`src/rtl/pixel_compositor_pkg.sv`:
```
// pixel_compositor_pkg: shared constants and types for the pixel compositor
package pixel_compositor_pkg;

    localparam int ROM_DEPTH = 86400;
    localparam int ADDR_W    = 17;
    localparam int RGB_W     = 12;

    localparam logic [3:0]       DEF_STAGE1  = 4'd2;
    localparam logic [3:0]       DEF_STAGE2  = 4'd4;
    localparam logic [3:0]       DEF_STAGE3  = 4'd6;
    localparam logic [RGB_W-1:0] DEF_KEY_RGB = 12'hF0F;

    typedef enum logic [1:0] {
        LAYER_BG     = 2'd0,
        LAYER_MAP    = 2'd1,
        LAYER_PLAYER = 2'd2
    } layer_e;

    typedef struct packed {
        logic             valid;
        logic             hs;
        logic             vs;
        layer_e           layer;
        logic [RGB_W-1:0] bg;
    } side_t;

    localparam side_t SIDE_INIT = '{valid: 1'b0, hs: 1'b1, vs: 1'b1, layer: LAYER_BG, bg: '0};

endpackage

```
`src/rtl/pixel_compositor_if.sv`:
```
// pixel_compositor_if: pixel-stream, sprite ROM and VGA pin bundle
interface pixel_compositor_if;
    import pixel_compositor_pkg::*;

    logic [3:0]        state;
    logic              valid;
    logic              hsync_in;
    logic              vsync_in;
    logic              map_obj;
    logic [ADDR_W-1:0] map_addr;
    logic              player_obj;
    logic [ADDR_W-1:0] player_addr;
    logic [ADDR_W-1:0] rom_addr;
    logic [RGB_W-1:0]  rom_data;
    logic [3:0]        vgaRed;
    logic [3:0]        vgaGreen;
    logic [3:0]        vgaBlue;
    logic              hsync;
    logic              vsync;

    modport master (
        output state, valid, hsync_in, vsync_in, map_obj, map_addr, player_obj, player_addr, rom_data,
        input  rom_addr, vgaRed, vgaGreen, vgaBlue, hsync, vsync
    );

    modport slave (
        input  state, valid, hsync_in, vsync_in, map_obj, map_addr, player_obj, player_addr, rom_data,
        output rom_addr, vgaRed, vgaGreen, vgaBlue, hsync, vsync
    );

endinterface

```
`src/rtl/pixel_compositor_delay_line.sv`:
```
// pixel_compositor_delay_line: fixed-depth shift register with reset to a chosen value
module pixel_compositor_delay_line #(
    parameter int               WIDTH = 1,
    parameter int               DEPTH = 1,
    parameter logic [WIDTH-1:0] INIT  = '0
) (
    input  logic             clk,
    input  logic             rst,
    input  logic [WIDTH-1:0] d,
    output logic [WIDTH-1:0] q
);

    logic [WIDTH-1:0] sr [DEPTH];

    // shift one stage per clock, all stages load INIT on reset
    always_ff @(posedge clk) begin
        if (rst) begin
            for (int i = 0; i < DEPTH; i++) sr[i] <= INIT;
        end else begin
            sr[0] <= d;
            for (int i = 1; i < DEPTH; i++) sr[i] <= sr[i-1];
        end
    end

    assign q = sr[DEPTH-1];

endmodule

```
`src/rtl/pixel_compositor.sv`:
```
// pixel_compositor: layer select, ROM latency alignment, colour key and VGA output
module pixel_compositor
    import pixel_compositor_pkg::*;
#(
    parameter int               ROM_LAT  = 1,
    parameter logic [3:0]       STAGE1   = DEF_STAGE1,
    parameter logic [3:0]       STAGE2   = DEF_STAGE2,
    parameter logic [3:0]       STAGE3   = DEF_STAGE3,
    parameter logic [RGB_W-1:0] BG_STAGE = 12'h114,
    parameter logic [RGB_W-1:0] BG_MENU  = 12'h000,
    parameter logic [RGB_W-1:0] KEY_RGB  = DEF_KEY_RGB
) (
    input logic               clk,
    input logic               rst,
    pixel_compositor_if.slave bus
);

    layer_e           layer;
    logic [RGB_W-1:0] bg;
    side_t            side_d;
    side_t            side_q;
    logic [RGB_W-1:0] rgb_d;
    logic [RGB_W-1:0] rgb;
    logic             hs;
    logic             vs;

    // player beats wall; background pixels still present address 0 to the ROM
    always_comb begin
        layer        = bus.player_obj ? LAYER_PLAYER : bus.map_obj ? LAYER_MAP : LAYER_BG;
        bus.rom_addr = bus.player_obj ? bus.player_addr : bus.map_obj ? bus.map_addr : '0;
        bg           = (bus.state == STAGE1 || bus.state == STAGE2 || bus.state == STAGE3) ? BG_STAGE : BG_MENU;
        side_d       = '{valid: bus.valid, hs: bus.hsync_in, vs: bus.vsync_in, layer: layer, bg: bg};
    end

    pixel_compositor_delay_line #(
        .WIDTH ($bits(side_t)),
        .DEPTH (ROM_LAT),
        .INIT  (SIDE_INIT)
    ) u_delay (
        .clk (clk),
        .rst (rst),
        .d   (side_d),
        .q   (side_q)
    );

    // blanking overrides everything; a keyed sprite pixel falls straight through to background
    always_comb begin
        rgb_d = !side_q.valid ? '0 :
                (side_q.layer == LAYER_BG || bus.rom_data == KEY_RGB) ? side_q.bg : bus.rom_data;
    end

    // output register keeps colour and syncs on the same edge
    always_ff @(posedge clk) begin
        if (rst) begin
            rgb <= '0;
            hs  <= 1'b1;
            vs  <= 1'b1;
        end else begin
            rgb <= rgb_d;
            hs  <= side_q.hs;
            vs  <= side_q.vs;
        end
    end

    assign bus.vgaRed   = rgb[11:8];
    assign bus.vgaGreen = rgb[7:4];
    assign bus.vgaBlue  = rgb[3:0];
    assign bus.hsync    = hs;
    assign bus.vsync    = vs;

endmodule

```
`src/flat_wrapper.sv`:
```
// flat-port wrapper written by rule: the top's interface ports become plain ports
module pixel_compositor_flat import pixel_compositor_pkg::*;
#(
    parameter int               ROM_LAT  = 1,
    parameter logic [3:0]       STAGE1   = DEF_STAGE1,
    parameter logic [3:0]       STAGE2   = DEF_STAGE2,
    parameter logic [3:0]       STAGE3   = DEF_STAGE3,
    parameter logic [RGB_W-1:0] BG_STAGE = 12'h114,
    parameter logic [RGB_W-1:0] BG_MENU  = 12'h000,
    parameter logic [RGB_W-1:0] KEY_RGB  = DEF_KEY_RGB
)
  (clk, rst, bus_state, bus_valid, bus_hsync_in, bus_vsync_in, bus_map_obj, bus_map_addr, bus_player_obj, bus_player_addr, bus_rom_data, bus_rom_addr, bus_vgaRed, bus_vgaGreen, bus_vgaBlue, bus_hsync, bus_vsync);
  pixel_compositor_if bus_i ();
  input logic clk;
  input logic rst;
  input wire logic [$bits(bus_i.state)-1:0] bus_state;
  input wire logic [$bits(bus_i.valid)-1:0] bus_valid;
  input wire logic [$bits(bus_i.hsync_in)-1:0] bus_hsync_in;
  input wire logic [$bits(bus_i.vsync_in)-1:0] bus_vsync_in;
  input wire logic [$bits(bus_i.map_obj)-1:0] bus_map_obj;
  input wire logic [$bits(bus_i.map_addr)-1:0] bus_map_addr;
  input wire logic [$bits(bus_i.player_obj)-1:0] bus_player_obj;
  input wire logic [$bits(bus_i.player_addr)-1:0] bus_player_addr;
  input wire logic [$bits(bus_i.rom_data)-1:0] bus_rom_data;
  output wire logic [$bits(bus_i.rom_addr)-1:0] bus_rom_addr;
  output wire logic [$bits(bus_i.vgaRed)-1:0] bus_vgaRed;
  output wire logic [$bits(bus_i.vgaGreen)-1:0] bus_vgaGreen;
  output wire logic [$bits(bus_i.vgaBlue)-1:0] bus_vgaBlue;
  output wire logic [$bits(bus_i.hsync)-1:0] bus_hsync;
  output wire logic [$bits(bus_i.vsync)-1:0] bus_vsync;
  assign bus_i.state = bus_state;
  assign bus_i.valid = bus_valid;
  assign bus_i.hsync_in = bus_hsync_in;
  assign bus_i.vsync_in = bus_vsync_in;
  assign bus_i.map_obj = bus_map_obj;
  assign bus_i.map_addr = bus_map_addr;
  assign bus_i.player_obj = bus_player_obj;
  assign bus_i.player_addr = bus_player_addr;
  assign bus_i.rom_data = bus_rom_data;
  assign bus_rom_addr = bus_i.rom_addr;
  assign bus_vgaRed = bus_i.vgaRed;
  assign bus_vgaGreen = bus_i.vgaGreen;
  assign bus_vgaBlue = bus_i.vgaBlue;
  assign bus_hsync = bus_i.hsync;
  assign bus_vsync = bus_i.vsync;
  pixel_compositor #(.ROM_LAT(ROM_LAT), .STAGE1(STAGE1), .STAGE2(STAGE2), .STAGE3(STAGE3), .BG_STAGE(BG_STAGE), .BG_MENU(BG_MENU), .KEY_RGB(KEY_RGB)) u_core (.clk(clk), .rst(rst), .bus(bus_i));
endmodule
```
`config.mk`:
```
export PLATFORM = sky130hd
export DESIGN_NAME = pixel_compositor_flat
export DESIGN_NICKNAME = d
export VERILOG_FILES = /design/src/rtl/pixel_compositor_pkg.sv /design/src/rtl/pixel_compositor_if.sv /design/src/rtl/pixel_compositor_delay_line.sv /design/src/rtl/pixel_compositor.sv /design/src/flat_wrapper.sv
export SDC_FILE = /design/constraint.sdc
export NUM_CORES = 1
export LEC_CHECK = 0
export ABC_AREA = 1
export BUFFER_PORTS_ARGS = -buffer_cell sky130_fd_sc_hd__buf_4
export CAP_MARGIN = 20
export CORE_ASPECT_RATIO = 2
export CORE_UTILIZATION = 35
export CTS_BUF_LIST = sky130_fd_sc_hd__clkbuf_8
export CTS_CLUSTER_SIZE = 16
export DETAILED_ROUTE_END_ITERATION = 8
export PLACE_DENSITY = 0.76
export SLEW_MARGIN = 20
export SYNTH_ARGS = -nofsm -noshare
export SYNTH_HDL_FRONTEND = slang
export SYNTH_SLANG_ARGS = --single-unit
```
`constraint.sdc`:
```
create_clock -name clk -period 1 [get_ports clk]
set_input_delay 0.05 -clock clk [delete_from_list [all_inputs] [get_ports clk]]
set_output_delay 0.05 -clock clk [all_outputs]
set_load 0.01 [all_outputs]
```
==> metrics.txt, run 1 <==
status complete, no violations; Mapped Avg Cell Area about 7.4 sq um; via count around 1,100; RSZ-0062 raised after global routing false; via/cell ratio 4.58; post-CTS resize count 0; flop and latch count out of synthesis 20; placed cell area about 1600 sq um; CP Class flop to flop; Pins Over Slew Limit 0; data required time of the critical path approximately 1.2 ns; # setup viols final 0; Slew @ Worst Pin about 0.22 ns; vias in the first global route 1,027; initial detailed-routing violation count 16; Leak 0.000942 uW; fin crit share 0.955; Slew headroom 0.853; Simple-Gate Fraction of Synth Area 0.475; Post-synth top cells 43 x nand2_1, 20 x dfxtp_1, 17 x nand3_1; footprint of the multi-input gates about 470 sq um; pwr dens 1050 nW/um^2; H-tree levels 1; gp weighted congestion approximately 0.71; # DRC 0; Pint between 1000 and 1500 uW; Yosys top cell by area dfxtp_1; Ys Warns 0; Peak Freq roughly 1000 MHz; maximum VDD drop 579 uV; latest clock arrival within the worst-skew pair between 0.2 and 0.3 ns; largest family of logic cells by synthesized area simple AND/OR/NAND/NOR gates; WL per Instance between 9 and 10 microns; DRT Pass-1 Iters 4; Starting Density 0.363; # diodes 0; die height just under 80 microns; Period minus WS final roughly 0.95 ns; Hold Path Class input port to flop; CTS max path bufs 2; Synth area leaders dfxtp_1 40%, nand2_1 16%, nand3_1 8.6%; Final ANT Viol Nets 0; clk_skew approximately 0.0008 ns; fraction of layout cells with a size suffix above 1 0.529; Synth Flop Type dfxtp_1; row cnt 27; Arrival @ worst endpoint between 1 and 1.5 ns; Critical Path Fanout Max 9; multiplexer share of the synthesized area 0; I/O Pins a little under 90; Buffers on Ports 87; Routed WL around 2500 microns; Post CTS Setup Buffer Count 0; sequential cell area about 400 sq um; Post-synth EDFFs 0; gr usage total 0.175; sequential share of power 0.458; final hold viol count 0; mapped cell area roughly 990 sq um; combinational power share 0.262; initial antenna violation count 0; post-detail-place hpwl between 2000 and 2500 microns; Startpoint Class flop; Syn Inst Count between 100 and 150; first-pass GRT wire length 3870 microns; CTS Sinks 20; Synth Area in XOR/XNOR 0; Compound-Gate Fraction of Synth Area 0; Post-Synth Adder-Cell Area 0; Net Count, Synth between 150 and 200; # nets final 280; Clk pwr share 0.279; # hold bufs at CTS 4; Final Cell Area around 1700 sq um; P&R area growth vs syn 72.0%; cts bufs inserted 3; most common cell in the netlist nand2_1; asr flop ratio synth 0; NetSw 440 uW; sequential share of the synthesized area 0.403; max-cap viol count 0; TNS Setup 0 ns; Core ar. ~2700 sq um; Sw Ratio 0.245; largest net degree at the start of global routing 20; total global routing overflow 0; CTS tree yes; fill cell total of the finished layout 278; Synth cell types 20; area share of the largest cell type after synthesis 0.403; Root Buffer clkbuf_8; die width approximately 40 microns; die area ~3000 sq um; CP Capture Type flop; Reg clk slew, reported paths approximately 0.060 ns
[cell families (layout without fill, tap and decap cells)]
group / Yosys count / in the layout
simple gates: 92 / 92
buf+inv: 22 / 109
flops: 20 / 20
[power groups by stage]
stage / Clock, uW / Sequential [uW] / Combinational [uW]
5_1_grt: 553 / 826 / 516
3_5_place_dp: 0 / 843 / 465
3_3_place_gp: 0 / 842 / 461
6_report: 503 / 825 / 472
4_1_cts: 525 / 825 / 478
2_1_floorplan: 0 / 848 / 192
[final timing paths]
kind                                               to  slack (ns)  depth (start not counted)                                 from
setup / recovery             u_core.rgb[3]$_SDFF_PP0_        0.05                          3  u_core.u_delay.sr[0][10]$_SDFF_PP0_
hold / removal    u_core.u_delay.sr[0][13]$_SDFF_PP0_       0.007                          3                            bus_valid
setup reg to reg             u_core.rgb[3]$_SDFF_PP0_        0.05                          3  u_core.u_delay.sr[0][10]$_SDFF_PP0_
hold reg to reg           u_core.bus.hsync$_SDFF_PP1_        0.41                          1  u_core.u_delay.sr[0][12]$_SDFF_PP1_
[metal layers]
| metal | up-vias | share of wire | wire length, microns | GRT usage |
|---|---|---|---|---|
| li1 | 581 | - | - | - |
| met1 | 477 | 0.31 | 770 | 0.144 |
| met2 | 85 | 0.55 | 1370 | 0.356 |
| met3 | 2 | 0.13 | 319 | 0.0229 |
| met4 | 0 | 0.015 | 38 | 0.0621 |
| met5 | - | 0 | 0 | 0 |
[metrics by stage]
step / total power [uW] / utilization / setup slack, ns / hold slack (ns) / std cells
after global routing: 1900 / 0.625 / 0.00502 / 0.0112 / 250
after CTS: 1830 / 0.625 / 0.0337 / 0.00445 / 250
after detailed placement: 1310 / 0.595 / 0.0412 / 0.214 / 243
after global placement: 1300 / 0.595 / 0.0720 / 0.214 / 243
after floorplan: 1040 / - / 0.0811 / 0.127 / 134
final: 1800 / 0.625 / 0.0453 / 0.00743 / 250
[critical path, cell delays in order, from the launching register on]
cell     delay [ns]
dfxtp_1        0.29
or2_1          0.30
nand3_4        0.21
nor2_2         0.05
[state kept, by name (all words and copies together), names as in the netlist]
signal	flops
u_core.u_delay.sr	6
u_core.bus.hsync	1
u_core.rgb	12
u_core.bus.vsync	1
[final cells by class]
class	instances	area share
Sequential cell	20	0.234
Tap cell	29	0.0212
Timing Repair Buffer	91	0.406
Multi-Input combinational cell	92	0.276
Inverter	15	0.0388
Clock buffer	3	0.0242
[cells in the final DEF, fill, tap and decap left out, drive strengths merged]
cell type | netlist | routed
buf | 7 | 87
nand2 | 47 | 47
dfxtp | 20 | 20
nand3 | 19 | 19
nor2 | 17 | 17
inv | 14 | 14
or2 | 5 | 5
dlygate4sd3 | 0 | 4
nand4 | 3 | 3
clkbuf | 0 | 3
nor4 | 1 | 1
clkinv | 1 | 1
Power figures use the tool's default switching activity.
==> inputs of run 2 (changes only) <==
MAX_ROUTING_LAYER = met4   (was unset)
SETUP_SLACK_MARGIN = 0.2   (was unset)
==> metrics.txt, run 2 (synthesis gave the netlist of run 1 again) <==
status complete, but fails checks; failing checks negative hold slack; Worst Hold Path Cells 2 (-1); CP Capture Type flop; Arrival @ worst endpoint 1.02 ns (-0.08 ns); FF-to-FF path depth 3 (unchanged); Core ar. 2740 sq um (unchanged); total global routing overflow 0 (unchanged); CTS max path bufs 2 (unchanged); # diodes 0 (unchanged); met3 routed WL 300 microns (-6.0%); Pins Over Slew Limit 0 (unchanged); initial antenna violation count 0 (unchanged); Top reg by flops u_core.rgb; post-detail-place hpwl 2110 microns (-2.2%); # nets final 280 (unchanged); H-tree levels 1 (unchanged); die area 3070 sq um (unchanged); gr usage total 0.188 (+0.0136); latest clock arrival within the worst-skew pair 0.25 ns (about the same); fin crit share 0.866 (-0.0883); Setup crit start u_core.u_delay.sr[0][10]$_SDFF_PP0_; data required time of the critical path 1.15 ns (about the same); gp weighted congestion 0.694 (-1.7%); worst hold slack -0.0276 ns (-0.0351 ns); via/cell ratio 4.58 (about the same); Final Cell Area 1760 sq um (+2.9%); cts bufs inserted 3 (unchanged); die width 39.7 microns (unchanged); post-route setup slack 0.134 ns (+0.0883 ns); metal2 WL 1390 microns (+1.8%); pre-CTS setup slack 0.0590 ns (+0.0179 ns); Pint 1630 uW (+20%); # hold bufs at CTS 3 (-1); NetSw 465 uW (+5.7%); most frequent cells in the layout 87 x buf_4, 43 x nand2_1, 20 x dfxtp_1; fin util 0.642 (+0.0178); met1 WL 864 microns (+12%); CP Class flop to flop; # DRC 0 (unchanged); clk_skew 0.00391 ns (+0.00309 ns); Slew @ Worst Pin 0.202 ns (-0.0190 ns); Peak Freq 1150 MHz (+10%); maximum VDD drop 676 uV (+17%); Critical Path Fanout Max 6 (-3); pwr dens 1190 nW/um^2 (+13%); Largest register FFs 12 (unchanged); uppermost layer routed met3; Period minus WS final 0.866 ns (-0.0883 ns); DRT Pass-1 Iters 4 (unchanged); CTS Sinks 20 (unchanged); Clk pwr share 0.376 (+0.097); Root Buffer clkbuf_8; WL per Instance 10.2 microns (+2.1%); first-pass GRT wire length 4150 microns (+7.1%); Leak 0.000954 uW (+1.3%); Startpoint Class flop; worst r2r src u_core.u_delay.sr[0][10]$_SDFF_PP0_; initial detailed-routing violation count 13 (-3); row cnt 27 (unchanged); TNS Setup 0 ns (unchanged); vias in the first global route 1,120 (+9.1%); biggest regs u_core.rgb (12), u_core.u_delay.sr (6); sequential share of power 0.394 (-0.064); Starting Density 0.363 (unchanged); CTS tree yes; combinational power share 0.230 (-0.032); hold_sp bus_hsync_in; final hold viol count 2 (+2); P&R area growth vs syn 77.0%; Sw Ratio 0.222 (-0.0222); fraction of layout cells with a size suffix above 1 0.545 (+0.0156); Buffers on Ports 87 (unchanged); # setup viols final 0 (unchanged); Final ANT Viol Nets 0 (unchanged); Reg clk slew, reported paths 0.07 ns (about the same); die height 77.3 microns (unchanged); Hold Path Class input port to flop; via count 1,150 (+0.44%); max-cap viol count 0 (unchanged); largest net degree at the start of global routing 20 (unchanged); Routed WL 2560 microns (+2.5%); placed cell area 1630 sq um (unchanged); commonest non-fill, non-tap cell in the layout buf_4; RSZ-0062 raised after global routing true; Slew headroom 0.865 (+0.0127); I/O Pins 88 (unchanged)
-- run 2: cell count changes in the layout (fill, tap and decap cells not counted), sizes merged --
cell	previous run	this run
dlygate4sd3	4	3
nand3	19	20
bufinv	0	1
-- run 2: stage by stage --
step	instances	total power [uW]	hold slack (ns)
finish	251	2090	-0.0276
global route	251	2190	-0.0277
CTS	251	2110	-0.0328
floorplan	134	1040	0.127
detailed placement	243	1310	0.217
global placement	243	1300	0.213
-- run 2: final timing paths --
check / to / slack, ns
setup / recovery: u_core.rgb[5]$_SDFF_PP0_ / 0.13
hold / removal: u_core.u_delay.sr[0][12]$_SDFF_PP1_ / -0.03
setup reg to reg: u_core.rgb[5]$_SDFF_PP0_ / 0.13
hold reg to reg: u_core.bus.hsync$_SDFF_PP1_ / 0.41
-- run 2: worst max-delay path, stage by stage (launching register included) --
cell and delay (ns):
dfxtp_1 0.30, or2_4 0.28, nand3_4 0.14, nor2_2 0.04
-- run 2: what timing repair did --
item / CTS / global route
hold endpoints to repair: 4 / 2
endpoints found under the setup margin: 12 / 21
pin swaps: 1 / 1
setup buffers: 0 / 0
gates cloned: 1 / 0
gates resized for setup: 2 / 2
-- run 2: power groups by stage --
stage                     sequential, uW  clock (uW)  combinational (uW)
after floorplan                      848           0                 192
after global placement               842           0                 460
after detailed placement             843           0                 464
after CTS                            824         807                 483
after global routing                 826         841                 527
final                                824         787                 481
-- run 2: layout make-up --
cell class                      count  area [sq um]
Fill cell                         245           978
Clock buffer                        3          41.3
Timing Repair Buffer               90           683
Inverter                           15          68.8
Clock inverter                      1          30.0
Multi-Input combinational cell     93           498
Tap cell                           29          36.3
Sequential cell                    20           400
-- run 2: per-layer routing --
layer,up-vias,global-route usage
met5,-,-
met4,0,0.0517
met2,85,0.356
met3,0,0.0257
li1,586,-
met1,479,0.178
